$ cat config.mk
export PLATFORM = sky130hd
export DESIGN_NAME = alu_logic_iter
export DESIGN_NICKNAME = d
export VERILOG_FILES = /design/src/rtl/alu_logic_iter.sv
export SDC_FILE = /design/constraint.sdc
export NUM_CORES = 1
export LEC_CHECK = 0
export ABC_AREA = 0
export BUFFER_PORTS_ARGS = -buffer_cell sky130_fd_sc_hd__buf_2
export CAP_MARGIN = 10
export CORE_ASPECT_RATIO = 0.7
export CORE_UTILIZATION = 50
export DETAILED_ROUTE_END_ITERATION = 7
export PLACE_DENSITY = 0.69
export SYNTH_ARGS = -nofsm -noshare
export SYNTH_HDL_FRONTEND = slang
export SYNTH_SLANG_ARGS = --single-unit
export TNS_END_PERCENT = 100
$ cat constraint.sdc
create_clock -name clk -period 6.2 [get_ports clk]
set_input_delay 0.62 -clock clk [delete_from_list [all_inputs] [get_ports clk]]
set_output_delay 0.62 -clock clk [all_outputs]
set_load 0.01 [all_outputs]
$ cat src/rtl/alu_logic_iter.sv
// rtl/alu_logic_iter.sv - multi-cycle WIDTH-bit logic unit, CHUNK bits per cycle
// Eight bitwise ops with ZERO/PARITY flags behind a valid/ready handshake.
module alu_logic_iter #(
  parameter int WIDTH = 8,
  parameter int CHUNK = 2
) (
  input  logic             clk,
  input  logic             rst_n,
  input  logic             in_valid,
  output logic             in_ready,
  input  logic [WIDTH-1:0] data1,
  input  logic [WIDTH-1:0] data2,
  input  logic [2:0]       select,
  output logic             out_valid,
  input  logic             out_ready,
  output logic [WIDTH-1:0] result,
  output logic             zero,
  output logic             parity,
  output logic             busy
);

  localparam int N  = WIDTH / CHUNK;
  localparam int CW = (N > 1) ? $clog2(N) : 1;

  generate
    if (CHUNK < 1 || (WIDTH % CHUNK) != 0) begin : g_bad_params
      $error("alu_logic_iter: WIDTH must be a non-zero multiple of CHUNK");
    end
  endgenerate

  typedef enum logic [1:0] {
    S_IDLE = 2'd0,
    S_BUSY = 2'd1,
    S_DONE = 2'd2
  } state_t;

  state_t           state;
  state_t           state_nxt;
  logic [WIDTH-1:0] a_q;
  logic [WIDTH-1:0] b_q;
  logic [2:0]       sel_q;
  logic [CW-1:0]    cnt;
  logic [WIDTH-1:0] shadow;
  logic [WIDTH-1:0] shadow_nxt;
  logic             last_chunk;

  function automatic logic [CHUNK-1:0] logic_op(input logic [2:0] sel,
                                               input logic [CHUNK-1:0] a,
                                               input logic [CHUNK-1:0] b);
    case (sel)
      3'b000:  logic_op = a & b;
      3'b001:  logic_op = a | b;
      3'b010:  logic_op = a ^ b;
      3'b011:  logic_op = ~(a & b);
      3'b100:  logic_op = ~(a | b);
      3'b101:  logic_op = ~(a ^ b);
      3'b110:  logic_op = a & ~b;
      default: logic_op = b;
    endcase
  endfunction

  assign last_chunk = (cnt == CW'(N - 1));

  always_ff @(posedge clk or negedge rst_n) begin
    if (!rst_n) begin
      state <= S_IDLE;
    end else begin
      state <= state_nxt;
    end
  end

  always_comb begin
    state_nxt = state;
    case (state)
      S_IDLE:  if (in_valid)   state_nxt = S_BUSY;
      S_BUSY:  if (last_chunk) state_nxt = S_DONE;
      S_DONE:  if (out_ready)  state_nxt = S_IDLE;
      default: state_nxt = S_IDLE;
    endcase
  end

  always_comb begin
    in_ready  = (state == S_IDLE);
    busy      = (state == S_BUSY);
    out_valid = (state == S_DONE);
  end

  // Only the chunk selected by the counter is recomputed; the rest of shadow holds.
  always_comb begin
    shadow_nxt = shadow;
    for (int k = 0; k < N; k++) begin
      if (cnt == CW'(k)) begin
        shadow_nxt[k*CHUNK +: CHUNK] = logic_op(sel_q, a_q[k*CHUNK +: CHUNK],
                                                b_q[k*CHUNK +: CHUNK]);
      end
    end
  end

  always_ff @(posedge clk or negedge rst_n) begin
    if (!rst_n) begin
      a_q    <= '0;
      b_q    <= '0;
      sel_q  <= '0;
      cnt    <= '0;
      shadow <= '0;
      result <= '0;
      zero   <= 1'b0;
      parity <= 1'b0;
    end else begin
      if (state == S_IDLE && in_valid) begin
        a_q   <= data1;
        b_q   <= data2;
        sel_q <= select;
        cnt   <= '0;
      end
      if (state == S_BUSY) begin
        shadow <= shadow_nxt;
        if (last_chunk) begin
          result <= shadow_nxt;
          zero   <= ~|shadow_nxt;
          parity <= ^shadow_nxt;
        end else begin
          cnt <= cnt + CW'(1);
        end
      end
    end
  end

endmodule

==> key figures <==
GRT
  – First-pass GRT wire length: 9.87 mm
  – Vias in the first global route: 2043
  – Largest net degree at the start of global routing: 42
  – Total track usage: 21.1%
  – Initial antenna violation count: 0
  – Remaining Overflow, GRT: 0

Yosys
  – Ranking of synthesized cells by area: dfrtp_1 36%, ha_1 14%, nand2_1 5.7%
  – Share of flip-flops with an asynchronous set or reset: 100%
  – Netlist cell types: 49
  – Avg Synthesized Cell Area: 9.11 sq um
  – Cell taking the most area after synthesis: dfrtp_1
  – Area share of fa/ha/maj cells after synthesis: 14.1%
  – #FFs+latches synth: 41
  – Post-Syn Instances: 312
  – Xor/xnor share of the synthesized area: 0.925%
  – Register area share after synthesis: 36.1%
  – Post-synthesis mux area share: 5.99%
  – YS warnings: 0
  – Netlist Area Pre-Place: 2840 sq um
  – Syn Nets: 367
  – Share of the synthesized area in the top cell type: 36.1%
  – Main combinational cell family by area after synthesis: compound AO/OA/AOI/OAI gates
  – Main synth FF type: dfrtp_1
  – Synth Area in Simple Gates: 15.4%
  – Number of synthesized flops with an enable pin: 0
  – Compound-cell area share of the yosys netlist: 20.0%

Floorplan
  – FP Rows: 22
  – Starting Density: 52.9%
  – Full die area: 5990 sq um
  – Core Region: 5370 sq um
  – Die width: 92.1 um
  – Die Ht: 65.1 um
  – I/O pin cnt: 36

Worst setup path
  – Data required, critical path: 6.35 ns
  – Critical path type: reg2reg
  – CP Max Fanout: 36
  – FF-to-FF End: parity$_DFFE_PN0P_
  – Setup crit end: parity$_DFFE_PN0P_
  – CP Capture Type: flop
  – CP Launch Point: sel_q[2]$_DFFE_PN0P_
  – Worst reg2reg setup slack: 3.18 ns
  – Reg2reg path depth: 7
  – CP Launch Type: flop
  – Arrival @ worst endpoint: 3.17 ns
  – R2r startpoint: sel_q[2]$_DFFE_PN0P_

Placement
  – I/O Buffers: 35
  – Post-Place Cells: 403
  – GPL Wtd Cong: 0.788
  – DP HPWL: 4.08 mm
  – Post-DP Area: 3000 sq um

Clock tree
  – TritonCTS clock tree: yes
  – Clk root buf: clkbuf_8
  – CTS Hold Bufs: 0
  – CTS max path bufs: 2
  – Number of buffers created by CTS: 5
  – Worst skew pair latency: 0.30 ns
  – Clock sink count: 41
  – Post-CTS setup buffer count: 0
  – Clock Pin Slew Worst Setup and Hold Paths: 0.08 ns
  – Post_cts resized: 0
  – H-tree depth: 2

Pwr
  – Pwr/cell area: 587 nW/um^2
  – Power share of the clock group: 12.4%
  – Leakage: 1.48 nW
  – Net Sw Frac: 43.9%
  – Worst vdd ir: 0.264 mV
  – Sequential share of power: 31.3%
  – Logic pwr share: 56.4%
  – Psw: 0.804 mW
  – Power Internal: 1.03 mW

Timing
  – Final setup viols: 0
  – Fmax: 331 MHz
  – Final hold slack: 0.453 ns
  – Ratio of final minimum period to clock period: 48.7%
  – Final Hold Fails: 0
  – Max-slew violations: 0
  – Final min period: 3.02 ns
  – Worst Skew: 0.00371 ns
  – RSZ-0062 raised after global routing: false
  – Slew headroom: 26.8%
  – Setup TNS Final: 0 ns
  – Slew @ Worst Pin: 1.10 ns

Run
  – Max Cap Viol: 0

Cells and area
  – Layout cells sized above 1: 16.5%
  – Area Growth Syn to Fin: 9.60%
  – Post-layout util: 58.0%
  – Fillers: 516
  – # diodes: 0
  – Final instance area: 3110 sq um
  – Commonest non-fill, non-tap cells in the layout: 43 x nand2_1, 41 x dfrtp_1, 35 x buf_2, 32 x ha_1, 30 x o21ai_0
  – Finished Layout Cells: 411
  – Nets: 393
  – Commonest non-fill, non-tap cell in the layout: nand2_1

Min path
  – Hold Crit Class: in2async

Routing
  – Wire per inst: 13.9 um
  – TritonRoute pass-1 iters: 4
  – Iter 0 DRT Violations: 139
  – Vias: 2216
  – DRC: 0
  – DRT antenna net count: 0
  – Final wirelength: 5.71 mm
  – Vias per cell: 5.39

Outcome
  – Status: completed
==> layout make-up <==
| cell class | instances | area (sq um) | share of cell area [%] |
|---|---|---|---|
| Multi-Input combinational cell | 228 | 1600 | 51.4 |
| Sequential cell | 41 | 1030 | 32.9 |
| Timing Repair Buffer | 36 | 183 | 5.87 |
| Inverter | 26 | 97.6 | 3.13 |
| Tap cell | 72 | 90.1 | 2.89 |
| Clock buffer | 7 | 86.3 | 2.77 |
| Clock inverter | 1 | 30.0 | 0.964 |
==> worst min-delay path by stage <==
stage                             to  depth (start not counted)
2_1_floorplan     a_q[0]$_DFFE_PN0P_                          0
3_3_place_gp        zero$_DFFE_PN0P_                          2
3_5_place_dp        zero$_DFFE_PN0P_                          2
4_1_cts             zero$_DFFE_PN0P_                          2
5_1_grt        shadow[4]$_DFFE_PN0P_                          2
6_report          b_q[1]$_DFFE_PN0P_                          1
==> metal layers <==
layer	global-route usage [%]	up-vias	wire (um)
met3	4.46	11	211
li1	-	1133	-
met4	6.45	0	86
met5	0	-	0
met1	30.6	1027	3080
met2	31.3	45	2330
==> through the flow <==
| stage | total power, mW | setup WS (ns) |
|---|---|---|
| 6_report | 1.83 | 3.18 |
| 5_1_grt | 2.01 | 2.82 |
| 4_1_cts | 1.83 | 3.21 |
| 3_5_place_dp | 1.59 | 3.21 |
| 3_3_place_gp | 1.58 | 3.36 |
| 2_1_floorplan | 1.39 | 3.94 |
==> cells in the mapped netlist (all sizes together) (2+ instances only) <==
master / instances
o21ai: 31
o31a: 3
ha: 32
a21boi: 4
a21oi: 8
nand3: 4
nor2b: 5
nor2: 20
a2bb2oi: 3
a22o: 2
nand2b: 10
clkbuf: 7
dfrtp: 41
o31ai: 8
buf: 10
o32a: 5
mux2i: 8
o21bai: 2
nand2: 43
mux2: 8
o21a: 6
inv: 26
a211oi: 3
nand3b: 3
xnor2: 3
and3: 3
==> power groups by stage <==
stage / clock, mW / sequential, mW / combinational (mW)
after floorplan: 0 / 0.484 / 0.907
after global placement: 0 / 0.571 / 1.01
after detailed placement: 0 / 0.575 / 1.02
after CTS: 0.232 / 0.571 / 1.03
after global routing: 0.242 / 0.601 / 1.16
final: 0.226 / 0.572 / 1.03
==> cell families (layout without fill, tap and decap cells) <==
kind of cell	Yosys count	count (layout)
muxes	16	16
AOI/OAI and AO/OA	83	83
and+or+nand+nor	94	94
buffers and inverters	43	70
DFF	41	41
adders and majority gates	32	32
xor gates and xnor gates	3	3
==> critical path: stages, from the launching register on <==
cell and delay (ns):
dfrtp_1 1.07, nand3_1 0.54, o21ai_0 0.39, a2bb2oi_1 0.20, ha_1 0.25, xnor2_1 0.18
xnor2_1 0.13, o21ai_0 0.08
==> registers in the layout, summed over array words and instances (netlist names) <==
name and flops:
zero 1, shadow 8, cnt 2, result 8, parity 1, sel_q 3, b_q 8, a_q 8
state 2
Note: power is estimated with default switching activity, not from simulation.
